## config.mk

```make
export PLATFORM = sky130hd
export DESIGN_NAME = adder_share_arbiter
export DESIGN_NICKNAME = d
export VERILOG_FILES = /design/src/rtl/adder_share_pkg.sv /design/src/rtl/adder_share_arbiter_rr_arbiter.sv /design/src/rtl/adder_share_arbiter.sv
export SDC_FILE = /design/constraint.sdc
export NUM_CORES = 1
export LEC_CHECK = 0
export CORE_AREA = 5 5 596 598
export DETAILED_ROUTE_END_ITERATION = 10
export DIE_AREA = 0 0 601 603
export GPL_TIMING_DRIVEN = 0
export SLEW_MARGIN = 10
export SYNTH_ARGS = -nofsm -noshare
export SYNTH_HDL_FRONTEND = slang
export SYNTH_SLANG_ARGS = --single-unit
```

## constraint.sdc

```tcl
create_clock -name clk -period 31 [get_ports clk]
set_input_delay 6.2 -clock clk [delete_from_list [all_inputs] [get_ports clk]]
set_output_delay 6.2 -clock clk [all_outputs]
set_load 0.02 [all_outputs]
```

## src/rtl/adder_share_pkg.sv

```systemverilog
// Shared types for the adder-sharing arbiter: ID width helper and the tag that
// travels beside the adder pipeline.
`timescale 1ns/1ps
package adder_share_pkg;

    function automatic int clog2(input int n);
        int r;
        int v;
        r = 0;
        v = n - 1;
        while (v > 0) begin
            r++;
            v = v >> 1;
        end
        return r;
    endfunction

    // Tags are sized for the largest supported requester count so one type serves every N.
    localparam int N_MAX = 16;
    localparam int IDW   = (clog2(N_MAX) < 1) ? 1 : clog2(N_MAX);

    typedef struct packed {
        logic           valid;
        logic [IDW-1:0] id;
    } tag_t;

endpackage

```

## src/rtl/adder_share_arbiter_rr_arbiter.sv

```systemverilog
// Round-robin arbiter: combinational one-hot grant searched cyclically from a
// registered pointer that moves just past each winner.
`timescale 1ns/1ps
module rr_arbiter
    import adder_share_pkg::*;
#(
    parameter int N = 4
) (
    input  logic           clk,
    input  logic           rst,
    input  logic           i_en,
    input  logic [N-1:0]   i_req,
    output logic [N-1:0]   o_gnt,
    output logic           o_gnt_any,
    output logic [IDW-1:0] o_gnt_id
);

    logic [IDW-1:0] r_ptr;
    logic [N-1:0]   w_rot;
    logic           w_found;
    logic [IDW-1:0] w_off;
    logic [IDW:0]   w_wrap;
    logic [IDW-1:0] w_next;

    // Rotating a doubled copy puts the requester at the pointer on bit 0.
    assign w_rot = N'({i_req, i_req} >> r_ptr);

    always_comb begin
        // NOTE: every variable written here gets a default first; a path that leaves one unassigned would infer a latch.
        w_found = 1'b0;
        w_off   = '0;
        if (i_en) begin
            for (int k = 0; k < N; k++) begin
                if (!w_found && w_rot[k]) begin
                    w_found = 1'b1;
                    w_off   = IDW'(k);
                end
            end
        end
    end

    assign w_wrap    = {1'b0, r_ptr} + {1'b0, w_off};
    assign o_gnt_id  = (w_wrap >= (IDW+1)'(N)) ? IDW'(w_wrap - (IDW+1)'(N)) : w_wrap[IDW-1:0];
    assign o_gnt_any = w_found;
    assign w_next    = (o_gnt_id == IDW'(N-1)) ? '0 : o_gnt_id + 1'b1;

    always_comb begin
        o_gnt = '0;
        for (int j = 0; j < N; j++) begin
            o_gnt[j] = w_found && (o_gnt_id == IDW'(j));
        end
    end

    always_ff @(posedge clk or posedge rst) begin
        // NOTE: state registers use non-blocking assignments so every flop samples pre-edge values regardless of block order.
        if (rst) begin
            r_ptr <= '0;
        end else if (w_found) begin
            r_ptr <= w_next;
        end
    end

endmodule

```

## src/rtl/adder_share_arbiter.sv

```systemverilog
// Shares one fixed-latency pipelined adder among N requesters; a shadow tag
// pipeline routes each sum back to its issuer and flags valid/tag misalignment.
`timescale 1ns/1ps
module adder_share_arbiter
    import adder_share_pkg::*;
#(
    parameter int W = 128,
    parameter int S = 4,
    parameter int N = 4
) (
    input  logic           clk,
    input  logic           rst,
    input  logic           i_en,
    input  logic [N-1:0]   i_req,
    input  logic [N*W-1:0] i_op_a,
    input  logic [N*W-1:0] i_op_b,
    output logic [N-1:0]   o_gnt,
    output logic [N-1:0]   o_resp_valid,
    output logic [W-1:0]   o_resp_sum,
    output logic [W-1:0]   o_add_op1,
    output logic [W-1:0]   o_add_op2,
    output logic           o_add_valid_in,
    input  logic [W-1:0]   i_add_res,
    input  logic           i_add_valid_out,
    output logic           o_busy,
    output logic           o_error
);

    logic           w_gnt_any;
    logic [IDW-1:0] w_gnt_id;
    logic [W-1:0]   r_add_op1;
    logic [W-1:0]   r_add_op2;
    tag_t           r_issue;
    tag_t           r_tag [S];
    logic           r_error;

    rr_arbiter #(.N(N)) u_arb (
        .clk       (clk),
        .rst       (rst),
        .i_en      (i_en),
        .i_req     (i_req),
        .o_gnt     (o_gnt),
        .o_gnt_any (w_gnt_any),
        .o_gnt_id  (w_gnt_id)
    );

    // The issue register tags the operation on the adder inputs; S stages behind it line up with add_valid_out.
    always_ff @(posedge clk or posedge rst) begin
        if (rst) begin
            r_add_op1 <= '0;
            r_add_op2 <= '0;
            r_issue   <= '0;
        end else begin
            r_issue.valid <= w_gnt_any;
            if (w_gnt_any) begin
                r_issue.id <= w_gnt_id;
                r_add_op1  <= i_op_a[int'(w_gnt_id)*W +: W];
                r_add_op2  <= i_op_b[int'(w_gnt_id)*W +: W];
            end
        end
    end

    always_ff @(posedge clk or posedge rst) begin
        if (rst) begin
            // NOTE: this array is reset on purpose; unlike a data buffer, a stale valid bit here would surface as a spurious response.
            for (int k = 0; k < S; k++) begin
                r_tag[k] <= '0;
            end
        end else begin
            r_tag[0] <= r_issue;
            for (int k = 1; k < S; k++) begin
                r_tag[k] <= r_tag[k-1];
            end
        end
    end

    always_ff @(posedge clk or posedge rst) begin
        if (rst) begin
            r_error <= 1'b0;
        end else if (i_add_valid_out != r_tag[S-1].valid) begin
            r_error <= 1'b1;
        end
    end

    always_comb begin
        o_resp_valid = '0;
        for (int i = 0; i < N; i++) begin
            o_resp_valid[i] = i_add_valid_out && r_tag[S-1].valid && (r_tag[S-1].id == IDW'(i));
        end
    end

    always_comb begin
        o_busy = r_issue.valid;
        for (int k = 0; k < S; k++) begin
            o_busy = o_busy | r_tag[k].valid;
        end
    end

    assign o_resp_sum     = i_add_res;
    assign o_add_op1      = r_add_op1;
    assign o_add_op2      = r_add_op2;
    assign o_add_valid_in = r_issue.valid;
    assign o_error        = r_error;

endmodule

```

==> metrics.yaml <==
logic_synthesis:
  synth_compound_gate_area_share_pct: 14.70
  ys_ff_latch: 286
  synth_edf_count: 0
  most_common_flop_cell_mapped_by_yosys: "sky130_fd_sc_hd__dfrtp_1"
  synth_top_cell_area_share_pct: 37.94
  synth_area_leader_cell: "sky130_fd_sc_hd__dfrtp_1"
  synth.most_common_cell: "sky130_fd_sc_hd__o21ai_0"
  largest_family_of_logic_cells_by_synthesized_area: "multiplexers"
  yosys.area_share.simple_pct: 6.553
  synth.mux.area_fraction_pct: 30.89
  post_syn_area_mm2: 0.01886
  synth.cells.most_frequent: "sky130_fd_sc_hd__o21ai_0 (460), sky130_fd_sc_hd__dfrtp_1 (286), sky130_fd_sc_hd__nand2_1 (265)"
  asr_flop_ratio_synth_pct: 100.0
  synth_cell_type_count: 45
  synth-xor-area-share_pct: 0.04643
  synth_adder_area_share_pct: 0.6367
  synth.yosys.warnings: 0
  yosys-top-cells-area: "sky130_fd_sc_hd__dfrtp_1 (38%), sky130_fd_sc_hd__mux4_2 (31%), sky130_fd_sc_hd__o21ai_0 (12%)"
  mapped_cells: 1725
  net_count_synth: 2894
  mean_syn_cell_area_um2: 10.94
  synth_seq_area_share_pct: 37.94
die:
  die_area_mm2: 0.3624
  initial_utilization_pct: 5.411
  placeableCoreArea_mm2: 0.3486
  floorplan.die.height_um: 603
  placementRows: 217
  floorplan.die.width_um: 601
  top_level_ports: 1555
global_routing:
  grt.met2_usage_pct: 25.55
  gr_util_all_layers_pct: 15.42
  grt-ovfl-total: 0
  first_global_vias: 22940
  grt_use_met1_pct: 16.20
  maximum_number_of_pins_on_one_net_before_global_route_repair: 91
  grt_antenna_before_repair: 299
  grtUsageMet3_pct: 8.670
  globalRoute.busiestLayer: "met2"
  wire_length_of_the_first_global_routing_pass_um: 343500
route:
  drt_first_pass_iters: 6
  drtIter0Drc: 2559
  detail_route.wirelength_um: 293200
  final_ant_viol_nets: 0
  vias: 24220
  wire_per_inst_um: 36.91
  vias_per_cell: 3.048
  drc: 0
sta:
  tightestPinTransition_ns: 1.322
  grt_setup_unrepaired: "no"
  skew_ns: 0.06083
  min_period_ns: 20.07
  finalWorstSetupSlack_ns: 10.93
  fmaxAchievable_mhz: 49.82
  fin_setup_tns_ns: 0
  period_utilisation_layout_pct: 64.74
  hold_viol_final: 0
  slew_headroom_pct: 11.87
  drv_slew: 0
  finalHoldWorstSlack_ns: 0.3494
  final-setup-viol-count: 0
worst_setup_path:
  worstPathArrival_ns: 13.87
  timing.critical_path.fanout_max: 10
  crit_path_class: "in -> out"
  crit_path_frequent_cell: "sky130_fd_sc_hd__buf_2"
  crit_path_cell_trace: "clkdlybuf4s50_1 -> nand2_1 -> clkbuf_2 -> clkbuf_2 -> clkbuf_1 -> a21oi_1 -> ha_1 -> buf_2 -> buf_2 -> buf_1 -> inv_1 -> ha_1 -> a21o_1 -> a211oi_1 -> o31a_1 -> buf_2 -> clkbuf_1 -> and3_1 -> clkdlybuf4s50_1"
  critPathMaxStageDelay_ns: 0.86
  setup.worst_path.end_class: "output pin"
  crit_path_max_delay_family: "buffers and inverters"
  worst_setup_path_start_kind: "primary input"
  sum_of_buffers_and_inverters_on_the_critical_path: 11
  critical_path_required_ns: 24.80
  slowest_cp_cell: "sky130_fd_sc_hd__buf_1"
cells_and_area:
  layout-drive-gt1-share_pct: 15.99
  layout.core_utilization_pct: 11.72
  finish.net_count: 4370
  final_design_area_no_fill_mm2: 0.04087
  layout.cells.non_filler: 7945
  area_growth_pct: 116.6
placement:
  dpl_worst_slack_ns: 10.80
  place_inst: 7756
  final_weighted_congestion_in_routability_driven_placement: 0.9972
  place.detailed.hpwl_um: 270700
  placedInstanceArea_mm2: 0.03905
  io_buffers: 1426
clock_network:
  root_buffer: "sky130_fd_sc_hd__clkbuf_16"
  clock_tree.htree_level_count: 2
  clock_pin_slew_worst_setup_and_hold_paths_ns: 0.06
  insertion_delay_ns: 0.69
  tritoncts_num_sinks: 286
  post-cts-setup-buffer-count: 0
  cts_inserted_buffers: 42
  maximum_count_of_clock_buffers_along_a_single_path: 3
  cts_hold_buf: 0
  tritoncts: "built"
  cts.repair.resized: 0
pwr:
  design_power_total_mw: 1.187
  power.static_leakage_nw: 13.64
  peakVddDrop_v: 0.00004038
  power_density_mw_per_mm2: 29.05
run:
  max_cap_viols: 0
worst_hold_path:
  hold_path_class: "reg -> reg"
run_status:
  outcome: "finished, final reports clean"
[state kept, by name, indices dropped and copies added, names as in the netlist]
name / flops
o_add_op1: 128
o_add_op2: 128
r_tag: 20
r_issue: 4
u_arb.r_ptr: 4
o_add_valid_in: 1
o_error: 1
[layer usage]
layer	vias up	routed length [um]
met4	156	14720
met5	-	1042
met1	12100	101400
met3	652	38950
li1	9412	-
met2	1896	137100
[power breakdown]
group	internal, mW	switching [mW]	leakage [nW]
combinational	0.161	0.0966	8.91
clock	0.329	0.227	0.746
sequential	0.373	0.00000000000000000131	3.99
[cells in the final DEF (no fill, tap or decap), types with 4 or more instances in the layout]
cell,Yosys,final
sky130_fd_sc_hd__o21ai_1,66,66
sky130_fd_sc_hd__dfrtp_1,286,286
sky130_fd_sc_hd__clkbuf_8,0,7
sky130_fd_sc_hd__buf_1,22,20
sky130_fd_sc_hd__nand2b_1,4,4
sky130_fd_sc_hd__clkbuf_2,18,25
sky130_fd_sc_hd__and3_1,6,6
sky130_fd_sc_hd__clkdlybuf4s50_1,0,1426
sky130_fd_sc_hd__o21ai_0,460,460
sky130_fd_sc_hd__a21oi_1,7,7
sky130_fd_sc_hd__ha_1,8,8
sky130_fd_sc_hd__nor2_1,11,11
sky130_fd_sc_hd__inv_1,8,7
sky130_fd_sc_hd__buf_4,132,132
sky130_fd_sc_hd__buf_2,15,17
sky130_fd_sc_hd__clkbuf_16,0,42
sky130_fd_sc_hd__clkbuf_1,116,114
sky130_fd_sc_hd__diode_2,0,113
sky130_fd_sc_hd__inv_6,0,4
sky130_fd_sc_hd__mux4_2,256,256
sky130_fd_sc_hd__nand2_1,265,265
sky130_fd_sc_hd__bufinv_16,0,7
[final timing paths]
kind / slack (ns) / end / startpoint / cells after the start
hold reg to reg: 0.35 / r_tag[7] / r_tag[12] / 0
max in group asynchronous: 23.70 / o_add_op2[78] / rst / 4
hold / removal: 0.35 / r_tag[7] / r_tag[12] / 0
setup / recovery: 10.93 / o_gnt[0] / i_en / 19
min in group asynchronous: 5.91 / o_add_op1[46] / rst / 2
setup reg to reg: 22.77 / o_add_op1[85] / u_arb.r_ptr[3] / 20
[layout make-up]
type	instances	area, um^2
plain buffers	306	1719
clock inverters	22	366.6
diodes	113	282.8
flip-flops and latches	286	7157
repair buffers	1432	14420
inverters	9	41.29
multi-input cells	1124	9966
fillers	39910	307800
clock buffers	54	1166
well taps	4599	5754
[kinds of logic after synthesis]
group,after synthesis
flip-flops,286
XOR/XNOR,1
AO/OA/AOI/OAI,546
adder cells (fa/ha/maj),9
buffers and inverters,315
multiplexers,261
AND/OR/NAND/NOR,307
No activity file was read; power rests on OpenSTA's default activity.
